==> src/rtl/fcmp_scheduler_if.sv <==
// Request/response bundle between FP register-file read ports, the compare scheduler
// and the response consumer.
interface fcmp_scheduler_if #(
  parameter int NREQ = 4,
  parameter int IDW  = $clog2(NREQ)
) ();
  logic [NREQ-1:0]    req_valid;
  logic [NREQ-1:0]    req_ready;
  logic [2*NREQ-1:0]  req_op;
  logic [32*NREQ-1:0] req_a;
  logic [32*NREQ-1:0] req_b;

  logic               rsp_valid;
  logic               rsp_ready;
  logic [IDW-1:0]     rsp_id;
  logic [31:0]        rsp_data;
  logic               rsp_err;

  // master: requesters plus response consumer; slave: the scheduler
  modport master (
    output req_valid, req_op, req_a, req_b, rsp_ready,
    input  req_ready, rsp_valid, rsp_id, rsp_data, rsp_err
  );

  modport slave (
    input  req_valid, req_op, req_a, req_b, rsp_ready,
    output req_ready, rsp_valid, rsp_id, rsp_data, rsp_err
  );
endinterface

==> src/rtl/fcmp_scheduler.sv <==
// Round-robin scheduler sharing one combinational FP compare unit (EQ/LT/LE)
// among NREQ requesters, one operation in flight at a time.
module fcmp_scheduler #(
  parameter int NREQ = 4,
  parameter int IDW  = $clog2(NREQ)
) (
  input  logic                clk,
  input  logic                rst,
  fcmp_scheduler_if.slave     bus,
  output logic [31:0]         cmp_a,
  output logic [31:0]         cmp_b,
  output logic                cmp_eq_en,
  output logic                cmp_lt_en,
  output logic                cmp_le_en,
  input  logic [31:0]         cmp_result,
  output logic                busy
);

  localparam logic [1:0] IDLE  = 2'd0;
  localparam logic [1:0] ISSUE = 2'd1;
  localparam logic [1:0] RESP  = 2'd2;

  localparam logic [1:0] OP_EQ  = 2'b00;
  localparam logic [1:0] OP_LT  = 2'b01;
  localparam logic [1:0] OP_LE  = 2'b10;
  localparam logic [1:0] OP_ILL = 2'b11;

  logic [1:0]     state;
  logic [IDW-1:0] ptr;
  logic [1:0]     op_q;

  logic           grant_found;
  int             grant_int;
  int             k;
  logic [IDW-1:0] grant_idx;
  logic [IDW-1:0] ptr_next;

  // First set req_valid bit at or above ptr, wrapping modulo NREQ.
  always_comb begin
    grant_found = 1'b0;
    grant_int   = 0;
    k           = 0;
    for (int i = 0; i < NREQ; i++) begin
      k = int'(ptr) + i;
      if (k >= NREQ) k = k - NREQ;
      if (!grant_found && bus.req_valid[k]) begin
        grant_found = 1'b1;
        grant_int   = k;
      end
    end
  end

  assign grant_idx = IDW'(grant_int);
  assign ptr_next  = (grant_int == NREQ - 1) ? '0 : IDW'(grant_int + 1);

  // NOTE: req_ready is also qualified with rst so it reads zero while reset is held,
  // even though the FSM already sits in IDLE and a request may be pending.
  always_comb begin
    bus.req_ready = '0;
    if (state == IDLE && grant_found && !rst) bus.req_ready[grant_int] = 1'b1;
  end

  assign cmp_eq_en     = (state == ISSUE) && (op_q == OP_EQ);
  assign cmp_lt_en     = (state == ISSUE) && (op_q == OP_LT);
  assign cmp_le_en     = (state == ISSUE) && (op_q == OP_LE);
  assign bus.rsp_valid = (state == RESP);
  assign busy          = (state != IDLE);

  // NOTE: all state uses non-blocking assignments so every register samples
  // pre-edge values; cmp_a/cmp_b double as the latched operands and hold between issues.
  always_ff @(posedge clk or posedge rst) begin
    if (rst) begin
      state        <= IDLE;
      ptr          <= '0;
      op_q         <= OP_EQ;
      cmp_a        <= '0;
      cmp_b        <= '0;
      bus.rsp_id   <= '0;
      bus.rsp_data <= '0;
      bus.rsp_err  <= 1'b0;
    end else begin
      case (state)
        IDLE: begin
          if (grant_found) begin
            cmp_a      <= bus.req_a[grant_int*32 +: 32];
            cmp_b      <= bus.req_b[grant_int*32 +: 32];
            op_q       <= bus.req_op[grant_int*2 +: 2];
            bus.rsp_id <= grant_idx;
            ptr        <= ptr_next;
            state      <= ISSUE;
          end
        end
        ISSUE: begin
          bus.rsp_data <= (op_q == OP_ILL) ? 32'h0 : cmp_result;
          bus.rsp_err  <= (op_q == OP_ILL);
          state        <= RESP;
        end
        RESP: begin
          if (bus.rsp_ready) state <= IDLE;
        end
        default: state <= IDLE;
      endcase
    end
  end

endmodule

==> src/flat_wrapper.sv <==
// flat-port wrapper written by rule: the top's interface ports become plain ports
module fcmp_scheduler_flat 
#(
  parameter int NREQ = 4,
  parameter int IDW  = $clog2(NREQ)
)
  (clk, rst, cmp_a, cmp_b, cmp_eq_en, cmp_lt_en, cmp_le_en, cmp_result, busy, bus_req_valid, bus_req_op, bus_req_a, bus_req_b, bus_rsp_ready, bus_req_ready, bus_rsp_valid, bus_rsp_id, bus_rsp_data, bus_rsp_err);
  fcmp_scheduler_if #(.NREQ(NREQ), .IDW(IDW)) bus_i ();
  input  logic clk;
  input  logic rst;
  output logic [31:0] cmp_a;
  output logic [31:0] cmp_b;
  output logic cmp_eq_en;
  output logic cmp_lt_en;
  output logic cmp_le_en;
  input  logic [31:0] cmp_result;
  output logic busy;
  input wire logic [$bits(bus_i.req_valid)-1:0] bus_req_valid;
  input wire logic [$bits(bus_i.req_op)-1:0] bus_req_op;
  input wire logic [$bits(bus_i.req_a)-1:0] bus_req_a;
  input wire logic [$bits(bus_i.req_b)-1:0] bus_req_b;
  input wire logic [$bits(bus_i.rsp_ready)-1:0] bus_rsp_ready;
  output wire logic [$bits(bus_i.req_ready)-1:0] bus_req_ready;
  output wire logic [$bits(bus_i.rsp_valid)-1:0] bus_rsp_valid;
  output wire logic [$bits(bus_i.rsp_id)-1:0] bus_rsp_id;
  output wire logic [$bits(bus_i.rsp_data)-1:0] bus_rsp_data;
  output wire logic [$bits(bus_i.rsp_err)-1:0] bus_rsp_err;
  assign bus_i.req_valid = bus_req_valid;
  assign bus_i.req_op = bus_req_op;
  assign bus_i.req_a = bus_req_a;
  assign bus_i.req_b = bus_req_b;
  assign bus_i.rsp_ready = bus_rsp_ready;
  assign bus_req_ready = bus_i.req_ready;
  assign bus_rsp_valid = bus_i.rsp_valid;
  assign bus_rsp_id = bus_i.rsp_id;
  assign bus_rsp_data = bus_i.rsp_data;
  assign bus_rsp_err = bus_i.rsp_err;
  fcmp_scheduler #(.NREQ(NREQ), .IDW(IDW)) u_core (.clk(clk), .rst(rst), .bus(bus_i), .cmp_a(cmp_a), .cmp_b(cmp_b), .cmp_eq_en(cmp_eq_en), .cmp_lt_en(cmp_lt_en), .cmp_le_en(cmp_le_en), .cmp_result(cmp_result), .busy(busy));
endmodule
==> config.mk <==
export PLATFORM = sky130hd
export DESIGN_NAME = fcmp_scheduler_flat
export DESIGN_NICKNAME = d
export VERILOG_FILES = /design/src/rtl/fcmp_scheduler_if.sv /design/src/rtl/fcmp_scheduler.sv /design/src/flat_wrapper.sv
export SDC_FILE = /design/constraint.sdc
export NUM_CORES = 1
export LEC_CHECK = 0
export CAP_MARGIN = 5
export CORE_AREA = 2 2 161 163
export DETAILED_ROUTE_END_ITERATION = 6
export DIE_AREA = 0 0 163 165
export GPL_TIMING_DRIVEN = 0
export MAX_ROUTING_LAYER = met4
export PLACE_DENSITY_LB_ADDON = 0.12
export SYNTH_ARGS = -nofsm -noshare
export SYNTH_HDL_FRONTEND = slang
export SYNTH_SLANG_ARGS = --single-unit
==> constraint.sdc <==
create_clock -name clk -period 8.6 [get_ports clk]
set_clock_uncertainty 0.05 [all_clocks]
set_input_delay 0.86 -clock clk [delete_from_list [all_inputs] [get_ports clk]]
set_output_delay 0.86 -clock clk [all_outputs]
set_load 0.01 [all_outputs]
==> impl_metrics.yaml <==
power_and_ir_drop:
  power_frac_seq: 0.225
  clkPwrFrac: 0.117
  power_density_mw_per_mm2: 358.2
  p_sw_uw: 1673
  switching_share: 0.4220
  vdd_drop_max_mv: 0.1545
  power_frac_comb: 0.658
  p_int_uw: 2291
  leakage_uw: 0.004579
  total_power_uw: 3963
finish:
  multiInputGateArea_sq_mm: 0.003252
  drive_gt1_frac: 0.1086
  most-common-layout-cells: "clkdlybuf4s50_1, mux2i_1, dfrtp_1"
  fin_nets: 1265
  seq_area_sq_mm: 0.002628
  nFillCells: 2465
  area_delta_synth_final_pct: 78.07
  final_common_cell: "clkdlybuf4s50_1"
  fin_area_sq_mm: 0.01106
  post-route-util: 0.4419
cts:
  numCtsBuffers: 9
  cts_num_sinks: 105
  cts_resized: 0
  clk_pin_slew_ps: 80
  cts.path.max_buffers: 2
  cts_tree: "done"
  clkLatencyLatePin_ps: 350
  root_buffer: "clkbuf_16"
  h-tree-depth: 3
  holdBufCountCts: 0
  post-cts-setup-buffers: 0
drt:
  dr.pass1.iters: 6
  wl_um: 27030
  vias_per_cell: 4.580
  num_vias: 5913
  wl_per_cell_um: 20.94
  drt_iter0_markers: 183
  ant_nets: 0
  drcViolationCount: 0
placed_design:
  hpwl_um: 21510
  place_congestion: 0.7794
  port_buffers: 407
  place_area_sq_mm: 0.01073
grt:
  grt_util_met2: 0.3503
  grt_pass1_vias: 6113
  grt_max_degree: 60
  grt.overflow.total: 0
  grtUsageMet3: 0.06303
  top_usage_layer: "met2"
  grtUsageMet1: 0.2253
  track_usage: 0.1993
  grt_pass1_wl_um: 38470
  antenna_found_initial: 3
worst_setup_path:
  cp_top_family: "buffers and inverters"
  critPathLaunchType: "flop"
  cpMaxStageDelayCell: "clkdlybuf4s50_1"
  r2r_slack_ps: 4860
  cp_max_fo: 11
  cp_num_buf_inv: 7
  crit_type: "reg -> out"
  cpPeakStageDelay_ps: 570
  cp_common_cell: "buf_2"
  crit_chain: "buf_2 -> inv_1 -> ha_1 -> buf_4 -> mux2i_1 -> a2111oi_0 -> or3_1 -> buf_2 -> buf_4 -> buf_2 -> ha_1 -> and3_1 -> clkdlybuf4s50_1"
  arrival_ps: 4270
  end_kind: "primary output"
  crit_required_ps: 7690
synthesis:
  async_reset_ff_frac: 1.000
  post-synth-top-area-cell: "dfrtp_1"
  synth_edf_count: 0
  yosys_warnings: 0
  syn-instance-count: 534
  yosys_most_used_dff: "dfrtp_1"
  syn-cell-area_sq_mm: 0.006213
  synth_area_leaders: "dfrtp_1, mux2i_1, o221ai_2"
  ys_seq_area_frac: 0.4229
  ys_ff_latch: 105
  syn_nets: 846
  postSynthAreaPerCell_sq_um: 11.64
  ys_types: 38
  netlist.area_leader.share: 0.4229
timing:
  hold_viol: 0
  period_share: 0.6018
  fin_hold_ws_ps: 435.9
  tightest_slew_ps: 614.8
  max_freq_mhz: 193.2
  finalSetupViolations: 0
  maxSlewHeadroom: 0.5901
  tns_ps: 0
  slew_viol_final: 0
  finalCriticalPeriod_ps: 5176
  rsz0062_at_grt: "false"
floorplanning:
  die_area_sq_mm: 0.02690
  die_h_um: 165
  num_rows: 58
  start_util: 0.2482
  pin_count: 411
  coreArea_sq_mm: 0.02504
  die_width_um: 163
min_path:
  worst_hold_path_type: "reg -> reg"
run_status:
  status: "completed"
job:
  max-cap-violations: 0
==> worst paths after layout <==
kind                                              start                                 end  depth (start not counted)
setup reg to reg              u_core.ptr[0]$_DFFE_PP0P_           u_core.ptr[0]$_DFFE_PP0P_                         14
hold reg to reg            u_core.cmp_a[18]$_DFFE_PP0P_        u_core.cmp_a[18]$_DFFE_PP0P_                          2
hold / removal             u_core.cmp_a[18]$_DFFE_PP0P_        u_core.cmp_a[18]$_DFFE_PP0P_                          2
max in group asynchronous                           rst        u_core.cmp_a[30]$_DFFE_PP0P_                          3
min in group asynchronous                           rst  u_core.bus.rsp_data[7]$_DFFE_PP0P_                          2
setup / recovery              u_core.ptr[0]$_DFFE_PP0P_                    bus_req_ready[3]                         13
==> routing by layer <==
layer  wire, um  vias to the layer above
li1           -                     2869
met2      13810                      242
met5          0                        -
met4        233                        0
met3       2248                       13
met1      10740                     2789
==> Yosys cell counts, drive strengths merged, types with 3 or more instances <==
| cell | number |
|---|---|
| o21ai | 10 |
| nor2 | 7 |
| clkbuf | 12 |
| mux2i | 134 |
| ha | 9 |
| inv | 9 |
| mux2 | 3 |
| a22o | 32 |
| nor3b | 3 |
| nand2b | 3 |
| and3 | 4 |
| dfrtp | 105 |
| a21oi | 8 |
| nand2 | 74 |
| buf | 36 |
| o221ai | 66 |
==> cells by family after synthesis <==
| logic type | synth area share |
|---|---|
| buffers and inverters | 0.05377 |
| muxes | 0.2286 |
| DFF | 0.4229 |
| xor gates and xnor gates | 0.001410 |
| AOI/OAI and AO/OA | 0.2022 |
| adders and majority gates | 0.01812 |
| and+or+nand+nor | 0.07310 |
==> per-stage QoR <==
stage,worst slack [ps],cells
finish,3424,1291
global route,3078,1291
CTS,3336,1288
detailed placement,3736,1272
global placement,1883,1271
floorplan,4157,534
==> power by group through the flow <==
stage               clock [uW]  sequential [uW]  combinational (uW)
detailed placement           0              895                2680
global placement             0              892                2660
global route               497              919                2830
floorplan                    0              981                1480
CTS                        480              891                2690
finish                     465              890                2610
==> final cells by class <==
cell class / count / share of cell area
Timing Repair Buffer: 408 / 0.3707
Clock buffer: 9 / 0.02036
Sequential cell: 105 / 0.2375
Tap cell: 330 / 0.03732
Clock inverter: 7 / 0.008934
Buffer: 48 / 0.02714
Antenna cell: 3 / 0.0006785
Multi-Input combinational cell: 372 / 0.2939
Inverter: 9 / 0.003506
==> registers in the layout (all words and copies together), names as in the netlist <==
| signal | flops |
|---|---|
| u_core.bus.rsp_id | 2 |
| u_core.ptr | 2 |
| u_core.bus.rsp_err | 1 |
| u_core.state | 2 |
| u_core.cmp_a | 32 |
| u_core.cmp_b | 32 |
| u_core.bus.rsp_data | 32 |
| u_core.op_q | 2 |
==> worst register-to-register path: cells and delay by family (launching register included) <==
kind	cells	cell delay, ps
simple gates	2	340
buf+inv	6	1490
fa+ha+maj	2	540
mux	1	120
flops	1	500
compound gates	3	580
Note: power is estimated with default switching activity, not from simulation.
